===== config.mk =====
export PLATFORM = sky130hd
export DESIGN_NAME = iram_port_arb_flat
export DESIGN_NICKNAME = d
export VERILOG_FILES = /design/src/rtl/iram_port_arb_pkg.sv /design/src/rtl/iram_port_arb_if.sv /design/src/rtl/iram_port_arb_rr_pick.sv /design/src/rtl/iram_port_arb.sv /design/src/flat_wrapper.sv
export SDC_FILE = /design/constraint.sdc
export NUM_CORES = 1
export LEC_CHECK = 0
export BUFFER_PORTS_ARGS = -buffer_cell sky130_fd_sc_hd__buf_2
export CORE_AREA = 4 4 108 110
export CTS_BUF_LIST = sky130_fd_sc_hd__clkbuf_8
export DETAILED_ROUTE_END_ITERATION = 8
export DIE_AREA = 0 0 112 114
export PLACE_DENSITY_LB_ADDON = 0.15
export SLEW_MARGIN = 20
export SYNTH_ARGS = -nofsm -noshare
export SYNTH_HDL_FRONTEND = slang
export SYNTH_SLANG_ARGS = --single-unit

===== constraint.sdc =====
create_clock -name clk -period 7.1 [get_ports clk]
set_input_delay 1.065 -clock clk [delete_from_list [all_inputs] [get_ports clk]]
set_output_delay 1.065 -clock clk [all_outputs]
set_load 0.1 [all_outputs]

===== src/rtl/iram_port_arb_pkg.sv =====
// Shared types and defaults for the instruction-RAM port-B arbiter (iram_port_arb).
package iram_arb_pkg;

  typedef enum logic {ARB_IDLE, ARB_BUSY} arb_state_e;

  localparam int ARB_NM       = 3;
  localparam int ARB_AW       = 14;
  localparam int ARB_MAX_HOLD = 16;
  localparam int DBG_IDX      = ARB_NM - 1;

  // Circular successor of a requester index.
  function automatic int next_idx(input int idx, input int nm);
    return (idx + 1 >= nm) ? 0 : idx + 1;
  endfunction

endpackage


===== src/rtl/iram_port_arb_if.sv =====
// Requester bus and BRAM port-B signals of the instruction-RAM arbiter.
// Handshake: a requester holds m_req (and its we/addr/wdata/wem) until it sees m_gnt in the
// same cycle; the access happens on that cycle, and a read returns with m_rvalid one cycle later.
interface iram_port_arb_if #(
  parameter int NM = 3,
  parameter int AW = 14
) ();
  logic [NM-1:0]    m_req;
  logic [NM-1:0]    m_we;
  logic [NM*AW-1:0] m_addr;
  logic [NM*32-1:0] m_wdata;
  logic [NM*4-1:0]  m_wem;
  logic [NM-1:0]    m_gnt;
  logic [NM-1:0]    m_rvalid;
  logic [31:0]      m_rdata;
  logic             ram_en;
  logic             ram_we;
  logic [AW-1:0]    ram_addr;
  logic [31:0]      ram_wdata;
  logic [3:0]       ram_wem;
  logic [31:0]      ram_rdata;

  modport slave (
    input  m_req, m_we, m_addr, m_wdata, m_wem, ram_rdata,
    output m_gnt, m_rvalid, m_rdata, ram_en, ram_we, ram_addr, ram_wdata, ram_wem
  );

  modport master (
    output m_req, m_we, m_addr, m_wdata, m_wem, ram_rdata,
    input  m_gnt, m_rvalid, m_rdata, ram_en, ram_we, ram_addr, ram_wdata, ram_wem
  );
endinterface


===== src/rtl/iram_port_arb_rr_pick.sv =====
// Combinational circular-priority picker: first eligible requester at or after i_ptr.
module rr_pick #(
  parameter int NM = 3,
  parameter int PW = (NM > 1) ? $clog2(NM) : 1
) (
  input  logic [NM-1:0] i_req,
  input  logic [NM-1:0] i_excl,
  input  logic [PW-1:0] i_ptr,
  output logic [NM-1:0] o_gnt,
  output logic [PW-1:0] o_idx,
  output logic          o_any
);
  logic [NM-1:0] w_elig;

  assign w_elig = i_req & ~i_excl;

  always_comb begin
    o_gnt = '0;
    o_idx = '0;
    o_any = 1'b0;
    for (int k = 0; k < NM; k++) begin
      if (!o_any && w_elig[(int'(i_ptr) + k) % NM]) begin
        o_any = 1'b1;
        o_gnt[(int'(i_ptr) + k) % NM] = 1'b1;
        o_idx = PW'((int'(i_ptr) + k) % NM);
      end
    end
  end
endmodule


===== src/rtl/iram_port_arb.sv =====
// Round-robin arbiter for port B of the instruction RAM, bounded ownership, zero-bubble handover.
// Optional build macro IRAM_ARB_DBG_PRIO_EN: requester NM-1 (debug) preempts everyone.
module iram_port_arb
  import iram_arb_pkg::*;
#(
  parameter int NM       = ARB_NM,
  parameter int AW       = ARB_AW,
  parameter int MAX_HOLD = ARB_MAX_HOLD
) (
  input  logic               clk,
  input  logic               rst_n,
  iram_port_arb_if.slave     bus,
  output arb_state_e         o_dbg_state
);
  localparam int PW    = (NM > 1) ? $clog2(NM) : 1;
  localparam int HW    = $clog2(MAX_HOLD + 1);
  localparam int DBG_M = NM - 1;

  arb_state_e    r_state, w_nxt_state;
  logic [PW-1:0] r_owner, w_nxt_owner;
  logic [PW-1:0] r_ptr, w_nxt_ptr;
  logic [HW-1:0] r_hold, w_nxt_hold;
  logic [NM-1:0] r_rvalid;

  logic [NM-1:0] w_owner_oh, w_excl, w_pick_gnt, w_gnt;
  logic [PW-1:0] w_pick_idx, w_sel;
  logic          w_pick_any, w_owner_req;

  always_comb begin
    w_owner_oh = '0;
    for (int i = 0; i < NM; i++) w_owner_oh[i] = (r_owner == PW'(i));
  end

  // While busy the owner is masked out, so w_pick_any means "some other master is requesting".
  assign w_excl      = (r_state == ARB_BUSY) ? w_owner_oh : '0;
  assign w_owner_req = |(bus.m_req & w_owner_oh);

  rr_pick #(.NM(NM), .PW(PW)) u_pick (
    .i_req  (bus.m_req),
    .i_excl (w_excl),
    .i_ptr  (r_ptr),
    .o_gnt  (w_pick_gnt),
    .o_idx  (w_pick_idx),
    .o_any  (w_pick_any)
  );

  always_comb begin
    w_gnt       = '0;
    w_sel       = r_owner;
    w_nxt_state = r_state;
    w_nxt_owner = r_owner;
    w_nxt_ptr   = r_ptr;
    w_nxt_hold  = r_hold;
    case (r_state)
      ARB_IDLE: begin
        if (w_pick_any) begin
          w_gnt       = w_pick_gnt;
          w_sel       = w_pick_idx;
          w_nxt_state = ARB_BUSY;
          w_nxt_owner = w_pick_idx;
          w_nxt_hold  = HW'(1);
          w_nxt_ptr   = PW'(next_idx(int'(w_pick_idx), NM));
        end
      end
      ARB_BUSY: begin
        if (w_owner_req && ((r_hold < HW'(MAX_HOLD)) || !w_pick_any)) begin
          w_gnt = w_owner_oh;
          if (!w_pick_any)                w_nxt_hold = HW'(1);
          else if (r_hold < HW'(MAX_HOLD)) w_nxt_hold = r_hold + HW'(1);
        end else if (w_pick_any) begin
          w_gnt       = w_pick_gnt;
          w_sel       = w_pick_idx;
          w_nxt_owner = w_pick_idx;
          w_nxt_hold  = HW'(1);
          w_nxt_ptr   = PW'(next_idx(int'(w_pick_idx), NM));
        end else begin
          w_nxt_state = ARB_IDLE;
        end
      end
      default: w_nxt_state = ARB_IDLE;
    endcase
`ifdef IRAM_ARB_DBG_PRIO_EN
    // Debug access freezes all arbitration state so round-robin resumes where it left off.
    if (bus.m_req[DBG_M]) begin
      w_gnt        = '0;
      w_gnt[DBG_M] = 1'b1;
      w_sel        = PW'(DBG_M);
      w_nxt_state  = r_state;
      w_nxt_owner  = r_owner;
      w_nxt_ptr    = r_ptr;
      w_nxt_hold   = r_hold;
    end
`endif
  end

  always_ff @(posedge clk or negedge rst_n) begin
    if (!rst_n) begin
      r_state  <= ARB_IDLE;
      r_owner  <= '0;
      r_ptr    <= '0;
      r_hold   <= '0;
      r_rvalid <= '0;
    end else begin
      r_state  <= w_nxt_state;
      r_owner  <= w_nxt_owner;
      r_ptr    <= w_nxt_ptr;
      r_hold   <= w_nxt_hold;
      r_rvalid <= w_gnt & ~bus.m_we;
    end
  end

  assign bus.m_gnt     = w_gnt;
  assign bus.ram_en    = |w_gnt;
  assign bus.ram_we    = bus.ram_en & bus.m_we[w_sel];
  assign bus.ram_addr  = bus.m_addr[w_sel*AW +: AW];
  assign bus.ram_wdata = bus.m_wdata[w_sel*32 +: 32];
  assign bus.ram_wem   = bus.ram_we ? bus.m_wem[w_sel*4 +: 4] : 4'h0;
  assign bus.m_rvalid  = r_rvalid;
  assign bus.m_rdata   = bus.ram_rdata;
  assign o_dbg_state   = r_state;
endmodule


===== src/flat_wrapper.sv =====
// flat-port wrapper written by rule: the top's interface ports become plain ports
module iram_port_arb_flat import iram_arb_pkg::*;
#(
  parameter int NM       = ARB_NM,
  parameter int AW       = ARB_AW,
  parameter int MAX_HOLD = ARB_MAX_HOLD
)
  (clk, rst_n, o_dbg_state, bus_m_req, bus_m_we, bus_m_addr, bus_m_wdata, bus_m_wem, bus_ram_rdata, bus_m_gnt, bus_m_rvalid, bus_m_rdata, bus_ram_en, bus_ram_we, bus_ram_addr, bus_ram_wdata, bus_ram_wem);
  iram_port_arb_if #(.NM(NM), .AW(AW)) bus_i ();
  input  logic clk;
  input  logic rst_n;
  output arb_state_e o_dbg_state;
  input wire logic [$bits(bus_i.m_req)-1:0] bus_m_req;
  input wire logic [$bits(bus_i.m_we)-1:0] bus_m_we;
  input wire logic [$bits(bus_i.m_addr)-1:0] bus_m_addr;
  input wire logic [$bits(bus_i.m_wdata)-1:0] bus_m_wdata;
  input wire logic [$bits(bus_i.m_wem)-1:0] bus_m_wem;
  input wire logic [$bits(bus_i.ram_rdata)-1:0] bus_ram_rdata;
  output wire logic [$bits(bus_i.m_gnt)-1:0] bus_m_gnt;
  output wire logic [$bits(bus_i.m_rvalid)-1:0] bus_m_rvalid;
  output wire logic [$bits(bus_i.m_rdata)-1:0] bus_m_rdata;
  output wire logic [$bits(bus_i.ram_en)-1:0] bus_ram_en;
  output wire logic [$bits(bus_i.ram_we)-1:0] bus_ram_we;
  output wire logic [$bits(bus_i.ram_addr)-1:0] bus_ram_addr;
  output wire logic [$bits(bus_i.ram_wdata)-1:0] bus_ram_wdata;
  output wire logic [$bits(bus_i.ram_wem)-1:0] bus_ram_wem;
  assign bus_i.m_req = bus_m_req;
  assign bus_i.m_we = bus_m_we;
  assign bus_i.m_addr = bus_m_addr;
  assign bus_i.m_wdata = bus_m_wdata;
  assign bus_i.m_wem = bus_m_wem;
  assign bus_i.ram_rdata = bus_ram_rdata;
  assign bus_m_gnt = bus_i.m_gnt;
  assign bus_m_rvalid = bus_i.m_rvalid;
  assign bus_m_rdata = bus_i.m_rdata;
  assign bus_ram_en = bus_i.ram_en;
  assign bus_ram_we = bus_i.ram_we;
  assign bus_ram_addr = bus_i.ram_addr;
  assign bus_ram_wdata = bus_i.ram_wdata;
  assign bus_ram_wem = bus_i.ram_wem;
  iram_port_arb #(.NM(NM), .AW(AW), .MAX_HOLD(MAX_HOLD)) u_core (.clk(clk), .rst_n(rst_n), .bus(bus_i), .o_dbg_state(o_dbg_state));
endmodule

# After elaboration in Yosys (flattened, before gate mapping)

Cells that the tools add are included.

Eq/ne operators: 4
Magnitude comparators: 9
Reduce and logical (&&, ||, !) cells: 13
Multiply operators: 1
Bitwise operators: 9
Shifts and indexed selects: 3
$add $sub $neg: 4
Divide/modulo/power cells: 3
Multiplexer cells: 46

Operators by type and width:

| kind                                                                | count |
|---|---|
| greater-or-equal comparator 32 x 1 -> 1 bit (second input constant) | 3 |
| less-than comparator 32 x 4 -> 1 bit (second input constant)        | 3 |
| indexed part select 96 x 8 -> 32 bit                                | 1 |
| modulo 32 x 3 -> 32 bit (second input constant)                     | 2 |
| indexed part select 42 x 7 -> 14 bit                                | 1 |
| modulo 3 x 3 -> 32 bit (second input constant)                      | 1 |
| two-way mux 5 bit                                                   | 4 |
| two-way mux 3 bit                                                   | 6 |
| two-way mux 2 bit                                                   | 8 |
| two-way mux 1 bit                                                   | 15 |
| indexed part select 12 x 5 -> 4 bit                                 | 1 |
| case mux 5 bit (2 select lines)                                     | 1 |
| bitwise AND 3 bit                                                   | 3 |
| binary-select mux 1 bit (select 2 bit)                              | 4 |
| case mux 2 bit (2 select lines)                                     | 2 |
| adder 2 x 1 -> 3 bit (second input constant)                        | 2 |
| demux 1 bit (select 2 bit)                                          | 3 |
| logical AND 1 bit                                                   | 6 |
| inverter 3 bit                                                      | 2 |
| OR 3 bit                                                            | 2 |
| case mux 3 bit (2 select lines)                                     | 1 |
| OR reduction 3 bit                                                  | 2 |
| adder 5 x 1 -> 5 bit (second input constant)                        | 1 |
| less-than comparator 5 bit (second input constant)                  | 1 |
| other kinds (15)                                                    | 17 |

Register bits after elaboration: 13
Output and inout port bits: 91
Word-level logic and storage cells: 97

# Longest topological paths before layout

Depth after elaboration: 23
Gate-level depth with buffers: 14
Gate-level depth less buffers: 10

# Hierarchy

A second synthesis with hierarchy kept.

Cell total of the unflattened synthesis: 294
Area, all modules: 2,826.5 um^2

Modules (own cells, without submodules):

| module        | area an instance (um^2) | seq. area each (um^2) | instances | cells each |
|---|---|---|---|---|
| iram_port_arb | 2,511.2                 | 325.3                 | 1         | 255 |
| rr_pick       | 315.3                   | 0.0                   | 1         | 39 |

# Worst setup path after synthesis

No wires, ideal clock.

Path kind: register to output
Start: reg u_core.r_state (netlist: u_core.o_dbg_state)
End: out bus_m_gnt[0]
Arrival time: 4.559 ns
Slack: 1.476 ns
Path buffers: 1
Cell stages (with the launch flop): 8
Path through: dfrtp_1 -> buf_4 -> or3b_1 -> nand2_2 -> o21a_1 -> a221oi_2 -> a211o_1 -> o32ai_1

Cells in the longest elaborated chain, start to end: 18
Elaborated cells on any way between the ends: 31
Those cells by class: mux: 19; bitwise: 5; reduce/logical: 7

RTL lines:

| element                                               | RTL line                    | text |
|---|---|---|
| start, declared                                       | iram_port_arb.sv:19         | `arb_state_e r_state, w_nxt_state;` |
| start signal, assigned                                | iram_port_arb.sv:104        | `r_state <= w_nxt_state;` |
| two-way mux 3 bit                                     | iram_port_arb.sv:35         | `assign w_excl = (r_state == ARB_BUSY) ? w_owner_oh : '0;` |
| inverter 3 bit                                        | iram_port_arb_rr_pick.sv:15 | `assign w_elig = i_req & ~i_excl;` |
| bitwise AND 3 bit                                     | iram_port_arb_rr_pick.sv:15 |  |
| binary-select mux 1 bit (select 2 bit)                | iram_port_arb_rr_pick.sv:22 | `if (!o_any && w_elig[(int'(i_ptr) + k) % NM]) begin` |
| two-way mux 1 bit (not written as such) (2 in series) | iram_port_arb_rr_pick.sv:22 |  |
| two-way mux 1 bit                                     | iram_port_arb_rr_pick.sv:22 |  |
| zero test 1 bit                                       | iram_port_arb_rr_pick.sv:22 |  |
| logical AND 1 bit                                     | iram_port_arb_rr_pick.sv:22 |  |
| two-way mux 1 bit                                     | iram_port_arb_rr_pick.sv:22 |  |
| zero test 1 bit                                       | iram_port_arb_rr_pick.sv:22 |  |
| logical AND 1 bit                                     | iram_port_arb_rr_pick.sv:22 |  |
| two-way mux 1 bit                                     | iram_port_arb_rr_pick.sv:22 |  |
| zero test 1 bit                                       | iram_port_arb.sv:66         | `if (w_owner_req && ((r_hold < HW'(MAX_HOLD)) \|\| !w_pick_any)) begin` |
| logical OR 1 bit                                      | iram_port_arb.sv:66         |  |
| logical AND 1 bit                                     | iram_port_arb.sv:66         |  |
| two-way mux 3 bit                                     | iram_port_arb.sv:66         |  |
| case mux 3 bit (2 select lines) *                     | iram_port_arb.sv:54         | `case (r_state)` |
| end, declared                                         | flat_wrapper.sv:19          | `output wire logic [$bits(bus_i.m_gnt)-1:0] bus_m_gnt;` |

Mark *: on every way between the ends. The rest lies on a longest branch, timed or not. The select of a mux whose other input is x is not followed.

# Final worst setup path

Start: in bus_m_req[2]
End: out bus_ram_wem[3]

Cells in the longest elaborated chain, start to end: 20
Elaborated cells on any way between the ends: 42
Those cells by class: shift: 1; mux: 27; bitwise: 5; reduce/logical: 9

RTL lines:

| element                                                    | RTL line             | text |
|---|---|---|
| start, declared                                            | flat_wrapper.sv:13   | `input wire logic [$bits(bus_i.m_req)-1:0] bus_m_req;` |
| branches (longest 19 deep; another with bitwise AND 3 bit) | n/a                  |  |
| two-way mux 4 bit *                                        | iram_port_arb.sv:117 | `assign bus.ram_wem = bus.ram_we ? bus.m_wem[w_sel*4 +: 4] : 4'h0;` |
| end, declared                                              | flat_wrapper.sv:26   | `output wire logic [$bits(bus_i.ram_wem)-1:0] bus_ram_wem;` |

Every way passes the cells marked *. The select of a mux whose other input is x is not followed.

==> summary.txt <==
Clock tree
  • Clock Path Buffers: 2
  • Setup repair bufs after CTS: 0
  • CTS resizes: 0
  • CTS tree: built
  • Post-CTS Hold Buffers: 0
  • Clock Tree Root: clkbuf_8
  • Clock latency on the worst-skew pair: 240 ps
  • Cts bufs inserted: 3
  • Clk slew on worst S/H paths: 60 ps
  • H-tree levels: 1
  • CTS Sinks: 13

Detailed routing
  • Antenna Nets Post-Route: 0
  • DR vias: 3116
  • Final routed DRC violation total: 0
  • Drt pass-1 iters: 4
  • Post-DR vias/cell: 4.765
  • Iter 0 DRT Violations: 187
  • Routed wire length per instance: 18.16 um
  • Total length of routed wires: 11870 um

STA
  • RSZ-0062 raised after global routing: false
  • Fin Setup TNS: 0 ps
  • Max_slew headroom: 0.3501
  • Max Freq: 183.0 MHz
  • Fin Hold WS: 517.7 ps
  • Final worst setup slack: 1635 ps
  • Fin crit period: 5465 ps
  • Tcrit/Tclk final: 0.7697
  • Hold violation count in the final report: 0
  • Clock Skew: 2.498 ps
  • Final Slew Violations: 0
  • Setup violators final: 0
  • Worst Tran Pin Value: 974.9 ps

Critical path
  • Worst Path Arrival: 4400 ps
  • Crit Path Max Fanout: 31
  • Worst setup SP type: input pin
  • R2r worst-path depth: 7
  • Critical path capture point type: output pin
  • Worst Path Required: 6030 ps
  • Worst reg2reg setup slack: 4430 ps
  • Setup CP Type: in -> out

Cells and area
  • Util after Layout: 0.3270
  • Area Growth Syn to Fin: 37.73%
  • Commonest non-fill, non-tap cell in the layout: buf_2
  • Fillers: 1227
  • # nets final: 709
  • Layout cells sized above 1: 0.4639
  • FF+latch area: 325.3 sq um
  • Most frequent cells in the layout: buf_2, nand2_1, mux2i_1
  • Area of the multi-input gates: 1787 sq um

Worst hold path
  • Hold Path Stages: 1
  • HP Class: reg -> reg

Logic synthesis
  • Syn_area_per_cell: 7.320 sq um
  • #FFs+latches synth: 13
  • Register area share after synthesis: 0.1281
  • Post-synthesis cell area: 2540 sq um
  • Synthesized instance count: 347
  • Syn. warnings: 0
  • Mapped Nets: 542
  • Netlist cell types: 53

Placed design
  • Final weighted congestion of routability-driven global placement: 0.8037
  • Pre-CTS WS: 1620 ps
  • Port buffer count: 216
  • HPWL Detailed: 10070 um

Floorplan
  • Starting density of the core: 0.2374
  • Die height: 114 um
  • Site Rows: 38
  • Die ar.: 12770 sq um
  • Top-level port count: 281
  • Die Wd: 112 um
  • Area of the core: 10700 sq um

Global routing
  • Total overflow reported by the global router: 0
  • Largest net degree at the start of global routing: 53
  • First-pass GRT wire length: 17280 um
  • Gr usage total: 0.1695
  • Vias in the first global route: 3140
  • Antenna violations before repair: 2

Flow run
  • Max Cap Viol: 0

Run status
  • Status: completed
==> critical path: stages <==
cell       delay, ps
buf_2            140
nand4bb_1        170
nand3_2          160
a311oi_2         390
nand3_2          220
mux2i_4          190
buf_4            370
buf_4            520
mux2i_1          520
o2bb2ai_1        140
and2_1           170
buf_2            290
==> layout make-up <==
| cell class | count | share of cell area |
|---|---|---|
| Multi-Input combinational cell | 261 | 0.5107 |
| Timing Repair Buffer | 219 | 0.3155 |
| Sequential cell | 13 | 0.09299 |
| Tap cell | 140 | 0.05007 |
| Inverter | 16 | 0.01717 |
| Clock buffer | 3 | 0.01180 |
| Clock inverter | 1 | 0.001073 |
| Antenna cell | 1 | 0.0007153 |
==> per-layer routing <==
layer	track usage	share of wire	wire, um	up-vias
li1	-	-	-	1527
met5	0	0.00059	7	-
met2	0.3193	0.54	6456	149
met1	0.1977	0.38	4469	1426
met4	0.04006	0.013	152	2
met3	0.03289	0.066	788	12
==> cell families (layout without fill, tap and decap cells) <==
logic type	count (synthesis)	in the layout	synth area share
other cells	0	1	0
buf+inv	73	239	0.1739
flops	13	13	0.1281
simple gates	116	116	0.2458
mux	52	52	0.2049
compound gates	87	87	0.2187
fa+ha+maj	6	6	0.02857
==> synthesized netlist by cell type, drive strengths merged <==
library cell	n	area (sq um)
a211o	1	8.760
o22ai	4	25.02
ha	5	62.56
buf	49	351.6
or3b	1	8.760
nand4bb	3	33.78
a221oi	1	15.01
or2	2	12.52
a32oi	2	17.52
a21oi	6	33.78
nand3	9	60.06
o32ai	2	17.52
mux2i	52	520.5
a2bb2oi	1	8.760
nor3	5	25.02
or3	3	18.77
nand2	61	231.5
o221a	1	11.26
and3	3	18.77
a21bo	1	10.01
nand3b	3	35.03
o31ai	1	7.510
a31oi	3	33.78
o2bb2ai	5	43.79
nor2b	4	25.02
o21ai	53	265.3
and4bb	2	25.02
nor3b	1	7.510
a311oi	1	15.01
dfrtp	13	325.3
nor4	4	31.28
maj3	1	10.01
o21a	1	7.510
or4	1	11.26
o2111ai	1	8.760
nor2	4	15.01
and2	8	50.05
clkbuf	8	30.03
nand2b	1	6.260
o2111a	1	11.26
and3b	1	8.760
a21o	2	15.01
inv	16	60.06
==> metrics by stage <==
stage,cells,cell area [sq um]
2_1_floorplan,347,2540
3_3_place_gp,649,3451
3_5_place_dp,649,3451
4_1_cts,653,3496
5_1_grt,654,3498
6_report,654,3498
==> registers in the layout, indices dropped and copies added, names as in the netlist <==
name,count
u_core.bus.m_rvalid,3
u_core.r_hold,5
u_core.r_owner,2
u_core.o_dbg_state,1
u_core.r_ptr,2
==> final timing paths <==
check / startpoint / to
worst max-delay path: bus_m_req[2] / bus_ram_wem[3]
min in group asynchronous: rst_n / u_core.bus.m_rvalid[1]
worst min register to register: u_core.r_hold[0] / u_core.r_hold[0]
worst min-delay path: u_core.r_hold[0] / u_core.r_hold[0]
max in group asynchronous: rst_n / u_core.r_hold[2]
worst max register to register: u_core.r_ptr[0] / u_core.r_owner[0]
Power is not shown: default switching activity piles up to over one toggle a cycle in this logic, so the estimate is an artifact.
